--- config.mk ---
export PLATFORM = sky130hd
export DESIGN_NAME = char_health_ctrl
export DESIGN_NICKNAME = d
export VERILOG_FILES = /design/src/rtl/char_health_ctrl.sv
export SDC_FILE = /design/constraint.sdc
export NUM_CORES = 1
export LEC_CHECK = 0
export ABC_AREA = 1
export CORE_ASPECT_RATIO = 0.7
export CORE_MARGIN = 2
export CORE_UTILIZATION = 25
export DETAILED_ROUTE_END_ITERATION = 6
export GPL_ROUTABILITY_DRIVEN = 1
export GPL_TIMING_DRIVEN = 0
export PLACE_DENSITY = 0.5
export SYNTH_ARGS = -nofsm -noshare
export SYNTH_HDL_FRONTEND = slang
export SYNTH_SLANG_ARGS = --single-unit
--- constraint.sdc ---
create_clock -name i_clk -period 4.5 [get_ports i_clk]
set_input_delay 0.45 -clock i_clk [delete_from_list [all_inputs] [get_ports i_clk]]
set_output_delay 0.45 -clock i_clk [all_outputs]
set_load 0.05 [all_outputs]
--- src/rtl/char_health_ctrl.sv ---
// Player health sequencer: box-overlap contact detection, damage/heal arbitration,
// frame-counted invulnerability window and death signalling for the draw path.
module char_health_ctrl #(
  parameter int IFRAMES     = 60,
  parameter int CONTACT_DMG = 1,
  parameter int ATTACK_DMG  = 2
) (
  input  logic        i_clk,
  input  logic        i_rst,
  input  logic        i_frame_tick,
  input  logic        i_game_start,
  input  logic [1:0]  i_game_active,
  input  logic [1:0]  i_char_class,
  input  logic [11:0] i_char_x,
  input  logic [11:0] i_char_y,
  input  logic [11:0] i_char_lng,
  input  logic [11:0] i_char_hgt,
  input  logic [11:0] i_boss_x,
  input  logic [11:0] i_boss_y,
  input  logic [11:0] i_boss_lng,
  input  logic [11:0] i_boss_hgt,
  input  logic        i_atk_hit,
  input  logic        i_heal,
  output logic [3:0]  o_char_hp,
  output logic [3:0]  o_max_hp,
  output logic        o_invuln,
  output logic        o_blink,
  output logic        o_hit_pulse,
  output logic        o_char_dead,
  output logic [1:0]  o_state,
  output logic [7:0]  o_cnt
);

  typedef enum logic [1:0] {
    IDLE   = 2'd0,
    ALIVE  = 2'd1,
    INVULN = 2'd2,
    DEAD   = 2'd3
  } state_t;

  localparam logic [3:0] LP_CONTACT = 4'(CONTACT_DMG);
  localparam logic [3:0] LP_ATTACK  = 4'(ATTACK_DMG);
  localparam logic [7:0] LP_IFRAMES = 8'(IFRAMES);

  state_t      r_state, w_state_nxt;
  logic [3:0]  r_hp, w_hp_nxt;
  logic [3:0]  r_max_hp, w_max_nxt;
  logic [7:0]  r_cnt, w_cnt_nxt;
  logic        r_hit, w_hit_nxt;
  logic        r_dead, w_dead_nxt;
  logic        r_overlap_q;

  // 13-bit box ends so a box near the 12-bit limit cannot wrap into a false overlap
  logic [12:0] w_char_xe, w_char_ye, w_boss_xe, w_boss_ye;
  logic        w_nonzero, w_overlap;

  assign w_char_xe = {1'b0, i_char_x} + {1'b0, i_char_lng};
  assign w_char_ye = {1'b0, i_char_y} + {1'b0, i_char_hgt};
  assign w_boss_xe = {1'b0, i_boss_x} + {1'b0, i_boss_lng};
  assign w_boss_ye = {1'b0, i_boss_y} + {1'b0, i_boss_hgt};
  // A zero-size box would otherwise pass the strict compares when it sits inside the other box
  assign w_nonzero = (i_char_lng != 12'd0) && (i_char_hgt != 12'd0) &&
                     (i_boss_lng != 12'd0) && (i_boss_hgt != 12'd0);
  assign w_overlap = w_nonzero &&
                     ({1'b0, i_char_x} < w_boss_xe) && ({1'b0, i_boss_x} < w_char_xe) &&
                     ({1'b0, i_char_y} < w_boss_ye) && ({1'b0, i_boss_y} < w_char_ye);

  logic [3:0] w_contact_dmg, w_attack_dmg, w_dmg, w_class_hp;
  logic       w_active;

  assign w_contact_dmg = r_overlap_q ? LP_CONTACT : 4'd0;
  assign w_attack_dmg  = i_atk_hit   ? LP_ATTACK  : 4'd0;
  assign w_dmg         = (w_contact_dmg > w_attack_dmg) ? w_contact_dmg : w_attack_dmg;
  assign w_active      = (i_game_active == 2'd1);

  always_comb begin
    case (i_char_class)
      2'd0:    w_class_hp = 4'd6;
      2'd1:    w_class_hp = 4'd5;
      default: w_class_hp = 4'd4;
    endcase
  end

  always_comb begin
    w_state_nxt = r_state;
    w_hp_nxt    = r_hp;
    w_max_nxt   = r_max_hp;
    w_cnt_nxt   = r_cnt;
    w_hit_nxt   = 1'b0;
    w_dead_nxt  = 1'b0;
    if (i_game_start) begin
      w_max_nxt   = w_class_hp;
      w_hp_nxt    = w_class_hp;
      w_cnt_nxt   = 8'd0;
      w_state_nxt = ALIVE;
    end else begin
      case (r_state)
        ALIVE: begin
          if (w_active) begin
            if (w_dmg != 4'd0) begin
              w_hit_nxt = 1'b1;
              if (r_hp <= w_dmg) begin
                w_hp_nxt    = 4'd0;
                w_dead_nxt  = 1'b1;
                w_state_nxt = DEAD;
              end else begin
                w_hp_nxt    = r_hp - w_dmg;
                w_cnt_nxt   = LP_IFRAMES;
                w_state_nxt = INVULN;
              end
            end else if (i_heal && (r_hp < r_max_hp)) begin
              w_hp_nxt = r_hp + 4'd1;
            end
          end
        end
        INVULN: begin
          if (w_active) begin
            if (i_heal && (r_hp < r_max_hp)) begin
              w_hp_nxt = r_hp + 4'd1;
            end
            if (i_frame_tick) begin
              if (r_cnt <= 8'd1) begin
                w_cnt_nxt   = 8'd0;
                w_state_nxt = ALIVE;
              end else begin
                w_cnt_nxt = r_cnt - 8'd1;
              end
            end
          end
        end
        DEAD:    w_hp_nxt = 4'd0;
        default: ;
      endcase
    end
  end

  always_ff @(posedge i_clk) begin
    if (i_rst) begin
      r_state     <= IDLE;
      r_hp        <= 4'd0;
      r_max_hp    <= 4'd0;
      r_cnt       <= 8'd0;
      r_hit       <= 1'b0;
      r_dead      <= 1'b0;
      r_overlap_q <= 1'b0;
    end else begin
      r_state     <= w_state_nxt;
      r_hp        <= w_hp_nxt;
      r_max_hp    <= w_max_nxt;
      r_cnt       <= w_cnt_nxt;
      r_hit       <= w_hit_nxt;
      r_dead      <= w_dead_nxt;
      r_overlap_q <= w_overlap;
    end
  end

  assign o_char_hp   = r_hp;
  assign o_max_hp    = r_max_hp;
  assign o_invuln    = (r_state == INVULN);
  assign o_blink     = (r_state == INVULN) & r_cnt[2];
  assign o_hit_pulse = r_hit;
  assign o_char_dead = r_dead;
  assign o_state     = r_state;
  assign o_cnt       = r_cnt;

endmodule

# == Word-level counts from Yosys, hierarchy flattened ==
# Cells that the tools add are included.
# W data, S select, Z words.
# classes
eq_ne,16
n_lt_le_gt_ge,8
addsub,7
bitwise_logic,4
reduce_logical,24
muxes,28
# ops
op,count
$add A12 B12 Y13,4
$lt A12 B13 Y1,4
$mux W8,6
$reduce_bool A12 Y1,4
$mux W4,6
$reduce_and A6 Y1,3
$pmux W8 S2,1
$mux W2,7
$pmux W4 S3,1
$ne A3 B3 Y1 const B,3
$le A8 B1 Y1 const B,1
$logic_and A1 B1 Y1,8
$ne A2 B2 Y1 const B,4
$pmux W2 S2,2
$reduce_bool A4 Y1,2
$sub A8 B1 Y8 const B,1
$eq A2 B1 Y1 const B,3
$ne A3 B2 Y1 const B,2
$mux W1,5
$reduce_or A5 Y1,1
$add A4 B1 Y4 const B,1
$eq A2 B2 Y1 const B,2
$le A4 B2 Y1,1
$lt A4 B4 Y1,1
other kinds (11),14
# word_totals
out_inout_bits,22
ff_bits,21
inputBits,106

# == Logic depth before layout (Yosys ltp) ==
# logic_depth
ltp_word,9
ltp_mapped,18
depth_no_buf,18

# == Worst setup path after synthesis ==
# OpenSTA, ideal clock, no wires.
# synth_path
kind,input to register
start,in i_char_x[0]
end,reg r_overlap_q
path_stages,14
path_buffers,0
path_slack_ns,1.984
required_time_ns,4.436
setup_ns,0.064
arrival_time_ns,2.452
cell_sequence,ha_1 -> fa_1 -> nand3_1 -> nand2_1 -> a31oi_1 -> xor2_1 -> ha_1 -> a21oi_1 -> nor2_1 -> a211oi_1 -> o21ai_0 -> a21oi_1 -> nand2_1 -> nor2_1
# synth_via
elab_chain_cells,5
elab_cells_between_ends,7
# synth_lines
element,line,rtl
start: declaration,14,"input logic [11:0] i_char_x,"
$add A12 B12 Y13 or $lt A12 B13 Y1 (tied branches),"57, 65",
$lt A12 B13 Y1 or $logic_and A1 B1 Y1 (tied branches),"65, 64",
$logic_and A1 B1 Y1 * (2 in a row),65,"({1'b0, i_char_x} < w_boss_xe) && ({1'b0, i_boss_x} < w_char_xe) &&"
$logic_and A1 B1 Y1 *,66,"({1'b0, i_char_y} < w_boss_ye) && ({1'b0, i_boss_y} < w_char_ye);"
end signal: assignment,153,r_overlap_q <= w_overlap;
end: declaration,51,logic r_overlap_q;
# Mark *: on every way between the ends. The rest lies on a longest branch, timed or not.
# A chain may end at the register's enable or synchronous reset.

# == Worst setup path after layout ==
# layout_path
start,in i_boss_y[0]
end,reg r_overlap_q
# layout_via
elab_chain_cells,4
elab_cells_between_ends,5
# layout_lines
element,line,rtl
start: declaration,19,"input logic [11:0] i_boss_y,"
$add A12 B12 Y13,60,"assign w_boss_ye = {1'b0, i_boss_y} + {1'b0, i_boss_hgt};"
$lt A12 B13 Y1,66,
$logic_and A1 B1 Y1,65,
$logic_and A1 B1 Y1 *,66,
# Marks and branches as above.

==> impl_metrics.json <==
{
  "syn_area_um2": 4550,
  "vias": 4759,
  "cp-startpoint": "i_boss_y[0]",
  "p_switching_mw": 0.514,
  "track_usage_pct": 14.9,
  "yosysSeqAreaShare_pct": 8.81,
  "cp_top_family": "adder cells",
  "grt_start_max_net_pins": 13,
  "cp-end-kind": "register",
  "slew_headroom_pct": 65.0,
  "hold_start": "o_max_hp[2]",
  "cp_num_buf_inv": 2,
  "cp_cell_sequence": "clkdlybuf4s50_1, ha_1, inv_1, fa_1, nand3b_1, nand2_1, a31oi_1, xor2_1, ha_1, a21oi_1, nor2_1, a211oi_1, nand2_1, nand2_1, nand4_1, nor2_1",
  "holdBufCountCts": 0,
  "n_antenna_cell": 0,
  "tns_ns": 0,
  "synth_most_common_cell": "nand2_1",
  "first_global_vias": 4566,
  "cp-start-kind": "primary input",
  "via_per_inst": 4.55,
  "cts_buffer_depth": 2,
  "core_um2": 17900,
  "p_int_mw": 0.710,
  "leakage_nw": 2.80,
  "crit_path_max_incr_delay_ns": 0.52,
  "cts_tree": "built",
  "cpMostUsedCell": "nand2_1",
  "required_ns": 4.68,
  "clk_pin_slew_ns": 0.06,
  "ys.warnings.count": 0,
  "ff2ff_setup_slack_ns": 2.24,
  "yosys_register_bits": 20,
  "avgSynthCellArea_um2": 6.67,
  "synthTopCellsByCount": "140 x nand2_1, 99 x ha_1, 88 x nor2_1",
  "setup_viol": 0,
  "wl_per_cell_um": 13.7,
  "async_flop_share_pct": 0,
  "pwr-share-comb_pct": 63.4,
  "synth_edf_count": 0,
  "min_path_type": "register to register",
  "synth_top_area_cell": "ha_1",
  "io_pins": 128,
  "grt-ovfl-total": 0,
  "cp_slowest_cell": "clkdlybuf4s50_1",
  "ctsHtreeMaxLevel": 1,
  "layout-drive-gt1-share_pct": 3.45,
  "post-route-period-util_pct": 69.3,
  "arrival_ns": 3.30,
  "fp-row-count": 41,
  "postCtsSetupBuffers": 0,
  "cts-root-buf": "clkbuf_16",
  "finalNetCount": 1022,
  "synthCells": 682,
  "die-area_um2": 19300,
  "yosys.area.top_type_share_pct": 27.3,
  "wirelength_um": 14300,
  "power_mw": 1.22,
  "drt_iter0_markers": 206,
  "rsz0062_at_grt": "false",
  "die_w_um": 165,
  "finalCriticalPeriod_ns": 3.12,
  "synthTopCellsByArea": "ha_1 27%, nand2_1 12%, dfxtp_1 8.8%, nor2_1 7.3%, a21oi_1 6.7%",
  "clock_latency_ns": 0.26,
  "hpwl_um": 13000,
  "seqPwrFrac_pct": 16.2,
  "syn2layout_area_growth_pct": 36.3,
  "numCtsBuffers": 3,
  "crit_type": "primary input to register",
  "portBuffers": 125,
  "crit_fanout": 4,
  "drt.antenna.violating_nets": 0,
  "drv_slew": 0,
  "final_hold_viol_count": 0,
  "maxCapViolCount": 0,
  "finalWeightedCongestion": 0.825,
  "status": "finished clean",
  "vdd_ir_drop_max_mv": 0.192,
  "grt_antenna_before_repair": 0,
  "cts_sinks": 20,
  "worstMarginPinSlew_ns": 0.524,
  "finClkSkew_ns": 0.00977,
  "switching_share_pct": 42.0,
  "synth_cell_types": 47,
  "route.detailed.drc": 0,
  "grt_pass1_wl_um": 23000,
  "r2r_start": "o_char_hp[0]",
  "start_util_pct": 25.4,
  "fp.dieH_um": 117,
  "clock_power_share_pct": 20.4,
  "drtPass1Iterations": 4,
  "cts_resized": 0,
  "synth-main-ff-cell": "dfxtp_1",
  "fmax_mhz": 321,
  "p_per_area_nw_per_um2": 197,
  "syn_nets": 892
}
## through the flow
step	setup WS [ns]	hold WS, ns	utilization (%)	cell area (µm²)	instances
CTS	1.33	0.486	34.6	6200	1047
finish	1.38	0.482	34.6	6200	1047
floorplan	1.98	0.612	-	4550	682
global placement	1.06	0.487	34.0	6090	1043
global route	1.09	0.505	34.6	6200	1047
detailed placement	1.09	0.479	34.0	6090	1043
## routing by layer
| layer | routed length [µm] | GRT usage [%] | vias up |
|---|---|---|---|
| met5 | 0 | 0 | - |
| met2 | 5320 | 20.8 | 74 |
| met3 | 717 | 2.04 | 4 |
| li1 | - | - | 2606 |
| met1 | 8250 | 24.4 | 2075 |
| met4 | 54 | 0.986 | 0 |
## final timing paths
check	endpoint	cells after the start
setup / recovery	r_overlap_q	16
hold / removal	o_max_hp[2]	2
setup reg to reg	o_char_hp[0]	12
hold reg to reg	o_max_hp[2]	2
## placed cells by master (no fill, tap or decap), types with 2 or more instances in the layout
master             n
nand2_1          140
clkdlybuf4s50_1  125
ha_1              99
nor2_1            88
inv_1             69
a21oi_1           61
nand3_1           31
o21ai_0           28
xor2_1            26
dfxtp_1           20
xnor2_1           18
nand4_1           15
nor3_1            10
a21o_1             7
a31oi_1            7
a211oi_1           6
fa_1               5
o21bai_1           4
nand2_2            4
o211ai_1           4
o211a_1            3
clkbuf_16          3
nand3b_1           2
o21a_1             2
o31ai_1            2
nor2_2             2
nand2_4            2
o22ai_1            2
nor3b_2            2
o21ai_1            2
and2_0             2
a221oi_1           2
## cell families after synthesis
group / after synthesis / synth area share [%]
buffers and inverters: 76 / 6.69
XOR/XNOR: 44 / 8.48
AND/OR/NAND/NOR: 302 / 28.9
flip-flops: 20 / 8.81
adder cells (fa/ha/maj): 104 / 29.5
other: 1 / 0.0825
AO/OA/AOI/OAI: 135 / 17.6
## layout make-up
class                           count  area, µm²
Clock buffer                        3       75.1
Buffer                              4       27.5
Fill cell                        1946      11700
Sequential cell                    20        400
Multi-Input combinational cell    586       3840
Clock inverter                      1       30.0
Tap cell                          236        295
Timing Repair Buffer              125       1250
Inverter                           72        277
## registers in the layout, indices dropped and copies added (netlist names)
name	flops
o_cnt	8
o_state	2
o_char_dead	1
o_max_hp	3
o_hit_pulse	1
r_overlap_q	1
o_char_hp	4
## tightest hold or removal path, delay by kind of cell, from the launching register on
family                 cells  cell delay, ns
buffers and inverters      1            0.07
DFF                        1            0.31
AOI/OAI and AO/OA          1            0.06
## power groups by stage
stage | Combinational [mW] | Clock (mW) | Sequential, mW
finish | 0.776 | 0.249 | 0.198
global route | 0.893 | 0.259 | 0.200
CTS | 0.782 | 0.253 | 0.198
detailed placement | 0.778 | 0 | 0.202
global placement | 0.776 | 0 | 0.203
floorplan | 0.498 | 0 | 0.222
No activity file was read; power rests on OpenSTA's default activity.
